File: src/rtl/psk_bit_scheduler.sv
// Serialises N useful bits per word (or one bit in BPSK mode) onto a one-bit stream, each bit held div+1 clocks.
// Optional UNDERRUN_CNT_EN adds a saturating count of returns to IDLE with no follow-on word.
module psk_bit_scheduler #(
  parameter int N                = 2,
  parameter int M                = 8,
  parameter int BYPASS_SELECTION = 1,
  parameter int DIV_W            = 16
) (
  input  logic                                clk,
  input  logic                                rst,
  input  logic                                is_bpsk,
  input  logic [DIV_W-1:0]                    div,
  input  logic [M-1:0]                        I,
  input  logic                                I_vld,
  output logic                                I_rdy,
  output logic                                O,
  output logic                                O_vld,
  output logic                                sym_stb,
  output logic [((N > 1) ? $clog2(N) : 1)-1:0] bit_idx,
  output logic                                mode_bpsk
`ifdef UNDERRUN_CNT_EN
  ,output logic [15:0]                        underrun_cnt
`endif
);

  localparam int IW = (N > 1) ? $clog2(N) : 1;

  // Handshake: a word transfers on a rising edge where I_vld and I_rdy are both 1;
  // the source holds I and I_vld stable until that edge.
  typedef enum logic {IDLE, SHIFT} state_t;

  state_t           state, state_nxt;
  logic [N-1:0]     word_q;
  logic [DIV_W-1:0] div_q;
  logic [DIV_W-1:0] div_cnt;
  logic [IW-1:0]    idx_q;
  logic             stb_q;
  logic             mode_q;
  logic             last_bit;
  logic             accept;
  logic             unused_bits;

  assign unused_bits = ^I;
  assign sym_stb     = stb_q;
  assign bit_idx     = idx_q;
  assign mode_bpsk   = mode_q;

  always_ff @(posedge clk) begin
    if (rst) state <= IDLE;
    else     state <= state_nxt;
  end

  always_comb begin
    state_nxt = state;
    I_rdy     = 1'b0;
    O_vld     = 1'b0;
    O         = 1'b0;
    last_bit  = 1'b0;
    accept    = 1'b0;
    case (state)
      IDLE: I_rdy = !rst;
      SHIFT: begin
        O_vld    = 1'b1;
        O        = word_q[idx_q];
        last_bit = (div_cnt == '0) && (mode_q || (idx_q == IW'(N - 1)));
        I_rdy    = last_bit && !rst;
      end
      default: state_nxt = IDLE;
    endcase
    accept = I_vld && I_rdy;
    if (accept)        state_nxt = SHIFT;
    else if (last_bit) state_nxt = IDLE;
  end

  always_ff @(posedge clk) begin
    if (rst) begin
      word_q  <= '0;
      div_q   <= '0;
      div_cnt <= '0;
      idx_q   <= '0;
      stb_q   <= 1'b0;
      mode_q  <= 1'b0;
    end else begin
      stb_q <= 1'b0;
      if (accept) begin
        word_q  <= I[N-1:0];
        mode_q  <= is_bpsk;
        div_q   <= div;
        div_cnt <= div;
        idx_q   <= is_bpsk ? IW'(BYPASS_SELECTION) : '0;
        stb_q   <= 1'b1;
      end else if (state == SHIFT) begin
        if (div_cnt == '0) begin
          // Bit period expired: either finish the word or move to the next bit.
          if (last_bit) begin
            idx_q <= '0;
          end else begin
            idx_q   <= idx_q + IW'(1);
            div_cnt <= div_q;
          end
        end else begin
          div_cnt <= div_cnt - DIV_W'(1);
        end
      end
    end
  end

`ifdef UNDERRUN_CNT_EN
  always_ff @(posedge clk) begin
    if (rst)                                      underrun_cnt <= '0;
    else if (last_bit && !accept && underrun_cnt != 16'hFFFF) underrun_cnt <= underrun_cnt + 16'd1;
  end
`endif

endmodule

File: config.mk
export PLATFORM = sky130hd
export DESIGN_NAME = psk_bit_scheduler
export DESIGN_NICKNAME = d
export VERILOG_FILES = /design/src/rtl/psk_bit_scheduler.sv
export SDC_FILE = /design/constraint.sdc
export NUM_CORES = 1
export LEC_CHECK = 0
export ABC_AREA = 0
export CAP_MARGIN = 20
export CELL_PAD_IN_SITES_DETAIL_PLACEMENT = 1
export CELL_PAD_IN_SITES_GLOBAL_PLACEMENT = 1
export CORE_AREA = 2 2 61 77
export CTS_CLUSTER_SIZE = 40
export DETAILED_ROUTE_END_ITERATION = 7
export DIE_AREA = 0 0 63 79
export DONT_BUFFER_PORTS = 1
export GPL_TIMING_DRIVEN = 0
export MAX_ROUTING_LAYER = met4
export PLACE_DENSITY = 0.89
export SLEW_MARGIN = 20
export SYNTH_ARGS = -nofsm -noshare
export SYNTH_HDL_FRONTEND = slang
export SYNTH_SLANG_ARGS = --single-unit
File: constraint.sdc
create_clock -name clk -period 7.2 [get_ports clk]
set_clock_uncertainty 0.1 [all_clocks]
set_input_delay 1.44 -clock clk [delete_from_list [all_inputs] [get_ports clk]]
set_output_delay 1.44 -clock clk [all_outputs]
set_load 0.02 [all_outputs]
# Yosys cells after proc, flatten, opt, wreduce, memory -nomap -nowiden
# Index checks and enable logic that the tools add are counted.
totals:
  ff_bits: 38
  output_inout_bits: 6
  in_bits: 28
op_classes:
  reduce_logical: 11
  n_eq_ne: 1
  muxes: 18
  n_bitwise: 1
  n_lt_le_gt_ge: 1
  addsub: 2
op_table:
  columns: ["op", "n"]
  rows:
  - ["$mux 16", 4]
  - ["$logic_not 16->1", 1]
  - ["$sub 16x1->16 const B", 1]
  - ["$mux 1", 13]
  - ["$reduce_bool 2->1", 3]
  - ["$reduce_and 2->1", 2]
  - ["$logic_and 1x1->1", 3]
  - ["$ne 3x3->1 const B", 1]
  - ["$lt 1x2->1 const B", 1]
  - ["$pmux 1 s2", 1]
  - ["$add 1x1->1 const B", 1]
  - ["$logic_not 1->1", 1]
  - ["$logic_or 1x1->1", 1]
  - ["$not 1->1", 1]

# Longest topological paths before layout
logic_depth:
  ltp_word: 7
  ltp_mapped: 9
  mapped_depth_nobuf: 7

# Worst setup path before layout
# OpenSTA, ideal clock, no wires.
synth_timing:
  path_type: "reg2out"
  from: "reg div_cnt[0]"
  to: "out I_rdy"
  path_slack_ps: 3398
  n_path_buf: 2
  t_arrival_ps: 2262
  stages_incl_launch_ff: 9
  required_time_ps: 5660
  cell_sequence: "dfxtp_1 inv_1 ha_1 or4b_1 or4_1 buf_2 o21a_4 buf_6 nor2_1"
synth_between:
  elab_chain_cells: 4
synth_lines:
  columns: ["item", "line_no", "rtl"]
  rows:
  - ["start: declaration", "35", "logic [DIV_W-1:0] div_cnt;"]
  - ["start signal: assignment", "89", "div_cnt <= div;"]
  - ["start signal: assignment", "99", "div_cnt <= div_q;"]
  - ["start signal: assignment", "102", "div_cnt <= div_cnt - DIV_W'(1);"]
  - ["$logic_not 16->1", "65", "last_bit = (div_cnt == '0) && (mode_q || (idx_q == IW'(N - 1)));"]
  - ["$logic_and 1x1->1", "65", null]
  - ["$logic_and 1x1->1", "66", "I_rdy = last_bit && !rst;"]
  - ["$pmux 1 s2", "60", "case (state)"]
  - ["end: declaration", "15", "output logic I_rdy,"]
# Every way passes these cells.

# Worst setup path after layout
# Ends and elaborated chain as after synthesis.

==> key figures <==
Worst setup path
  • Critical Path RT: 5.66 ns
  • Critical path endpoint category: output port
  • Delay of the slowest critical-path stage: roughly 0.48 ns
  • CP max stage cell: or4b_1
  • R2r worst-path depth: 8
  • Crit path kind: register to output port
  • Worst r2r dst: div_q[15]
  • Worst-path fanout max: 10
  • Worst r2r src: div_cnt[0]
  • Crit path DAT: around 2.8 ns
  • Worst R2R Setup Slack: 4.32 ns
  • Worst path cell trace: inv_1 -> ha_1 -> or4b_1 -> or4_1 -> buf_2 -> o21a_4 -> buf_6 -> nor2_1
  • CP Launch Type: register

Route
  • Number of vias per cell: 6.02
  • DR WL/cell: 19.0 um
  • Drt drc: 0
  • Drt total wl: approximately 5700 um
  • First-pass iteration count of the detailed router: 4
  • Via count: 1800
  • DR iter-0 viols: 86
  • Routed Antenna Nets: 0

Flow run
  • Max Cap Viol: 0

STA
  • Final hold vios: 0
  • RSZ-0062 raised after global routing: no
  • Relative slew slack: 0.438
  • Final hold slack: 0.387 ns
  • Tmin final: 4.36 ns
  • Setup WS post-layout: 2.84 ns
  • Slew Limit Fails: 0
  • Achievable Freq: roughly 230 MHz
  • Fin crit share: 0.606
  • Setup_tns: 0 ns
  • Slew @ Worst Pin: 0.843 ns
  • # setup viols final: 0

Yosys
  • Most frequent cell after synthesis: dfxtp_1
  • Main synth FF type: dfxtp_1
  • Synth unique cells: 42
  • Gate Count Post-Synth: around 230
  • Async SR Flop Fraction: 0
  • Synth Area in Adders: 0.0122
  • Number of enable flip-flop cells after synthesis: 0
  • Compound-Gate Fraction of Synth Area: 0.208
  • Post-Synth XOR/XNOR Area: 0.0384
  • Post-synth top cells: dfxtp_1 (38), mux2i_1 (22), nand2_1 (19)
  • Yosys warning count: 0
  • Main combinational cell family by area after synthesis: simple AND/OR/NAND/NOR gates
  • Top cells by area, synth: dfxtp_1 (37%), mux2i_1 (11%), a211oi_1 (6.2%), nand2_1 (3.5%), o21ai_0 (3.4%)
  • Synth Area per Inst: 8.77 um^2
  • Register area share after synthesis: 0.371
  • Synth Area in Simple Gates: 0.212
  • #FFs+latches synth: 38
  • Mapped Nets: 264
  • Mux cell area share after synthesis: 0.107
  • Share of the synthesized area in the top cell type: 0.371
  • Synth Cell Area: 2050 um^2
  • Post-synth top area cell: dfxtp_1

Cells and area
  • Fin util: 0.523
  • Fin nets: 271
  • Area growth syn-to-layout: 9.32%
  • Area of the multi-input gates: about 1200 um^2
  • Ratio of cells with drive above 1 in the final layout: 0.104
  • Sequential cell area: around 760 um^2
  • Fill count: about 540
  • Diode count: 0

Floorplanning
  • Initial core utilization: 0.479
  • Die width: 63 um
  • Die Area: 4980 um^2
  • Core Area: 4290 um^2
  • Die span in y: 79 um
  • Rows: 27
  • I/O pin cnt: 34

Clock tree
  • Worst-skew pair later-pin latency: 0.30 ns
  • H-tree depth: 2
  • # resized after CTS: 0
  • CTS buffer count: 5
  • Clk slew on worst S/H paths: 0.08 ns
  • # Post-CTS Setup Buffers: 0
  • Root Buffer: clkbuf_8
  • Clk buf depth: 2
  • Clock Sinks: 38
  • Hold_buf cts: 0
  • CTS tree: done

Min path
  • Worst Hold Class: register to register
  • Hold path cells: 2
  • Hold EP: div_q[14]
  • Hold_sp: div_q[14]

Global routing
  • Largest net degree at the start of global routing: 12
  • Total global routing overflow: 0
  • Vias in the first global route: between 1500 and 2000
  • Total GRT Usage: 0.250
  • Initial antenna violation count: 0
  • Global-route wire length before repair: 9400 um

Power and ir drop
  • Max rail drop VDD: approximately 0.21 mV
  • Pwr dens: between 200 and 250 nW/um^2
  • Leakage: 0.000906 uW

Place
  • Hpwl dp: 4160 um
  • Pre-CTS WS: 3.19 ns
  • Port bufs: 0
  • Gpl congestion: between 0.9 and 1

Outcome
  • Status: complete, no violations
critical path, delay by kind of cell (launching register included):
family                     cells  cell delay (ns)
adders and majority gates      1             0.16
buffers and inverters          3             0.50
AOI/OAI and AO/OA              1             0.27
and+or+nand+nor                3             1.25
DFF                            1             0.34
cell usage in the layout (no fill, tap or decap), types with 7 or more instances in the layout:
master,instances
dfxtp_1,38
mux2i_1,22
nand2_1,19
nor2_1,17
a211oi_1,17
o21ai_0,14
clkbuf_1,10
nor2b_1,10
a21oi_1,9
nor3_1,8
nand3_1,7
xnor2_1,7
power by group:
group | total (uW) | switching (uW) | internal, uW
Combinational | 114 | 64.5 | 49.8
Clock | 187 | 76.5 | 111
Sequential | 245 | 18.7 | 226
flip-flops by register name, indices dropped and copies added (netlist names):
name / cells
state: 1
div_q: 16
sym_stb: 1
word_q: 2
bit_idx: 1
mode_bpsk: 1
div_cnt: 16
final cells by class:
type	instances	area share
Clock buffer	6	0.0368
Buffer	16	0.0368
Clock inverter	1	0.0134
Tap cell	58	0.0323
Multi-Input combinational cell	174	0.532
Sequential cell	38	0.339
Inverter	6	0.0100
cell families (layout without fill, tap and decap cells):
family / Yosys count / after routing
mux: 22 / 22
fa+ha+maj: 2 / 2
xor+xnor: 9 / 9
compound gates: 59 / 59
flops: 38 / 38
simple gates: 82 / 82
buf+inv: 22 / 29
worst max path at each step:
stage	end	slack (ns)	startpoint	depth (start not counted)
CTS	I_rdy	2.83	div_cnt[0]	8
global route	I_rdy	2.75	div_cnt[0]	8
finish	I_rdy	2.84	div_cnt[0]	8
floorplan	I_rdy	3.40	div_cnt[0]	8
global placement	I_rdy	3.22	div_cnt[0]	8
detailed placement	I_rdy	3.19	div_cnt[0]	8
per-stage QoR:
stage | area [um^2] | instances | power [uW]
floorplan | 2050 | 234 | 334
global placement | 2130 | 292 | 355
detailed placement | 2130 | 292 | 361
CTS | 2240 | 299 | 549
global route | 2240 | 299 | 571
finish | 2240 | 299 | 546
metal layers:
layer | track usage | part of all wire | vias to the layer above
met4 | 0.0756 | 0.013 | 0
met5 | - | 0 | -
li1 | - | - | 870
met2 | 0.453 | 0.54 | 28
met3 | 0.0567 | 0.035 | 6
met1 | 0.271 | 0.41 | 896
No activity file was read; power rests on OpenSTA's default activity.
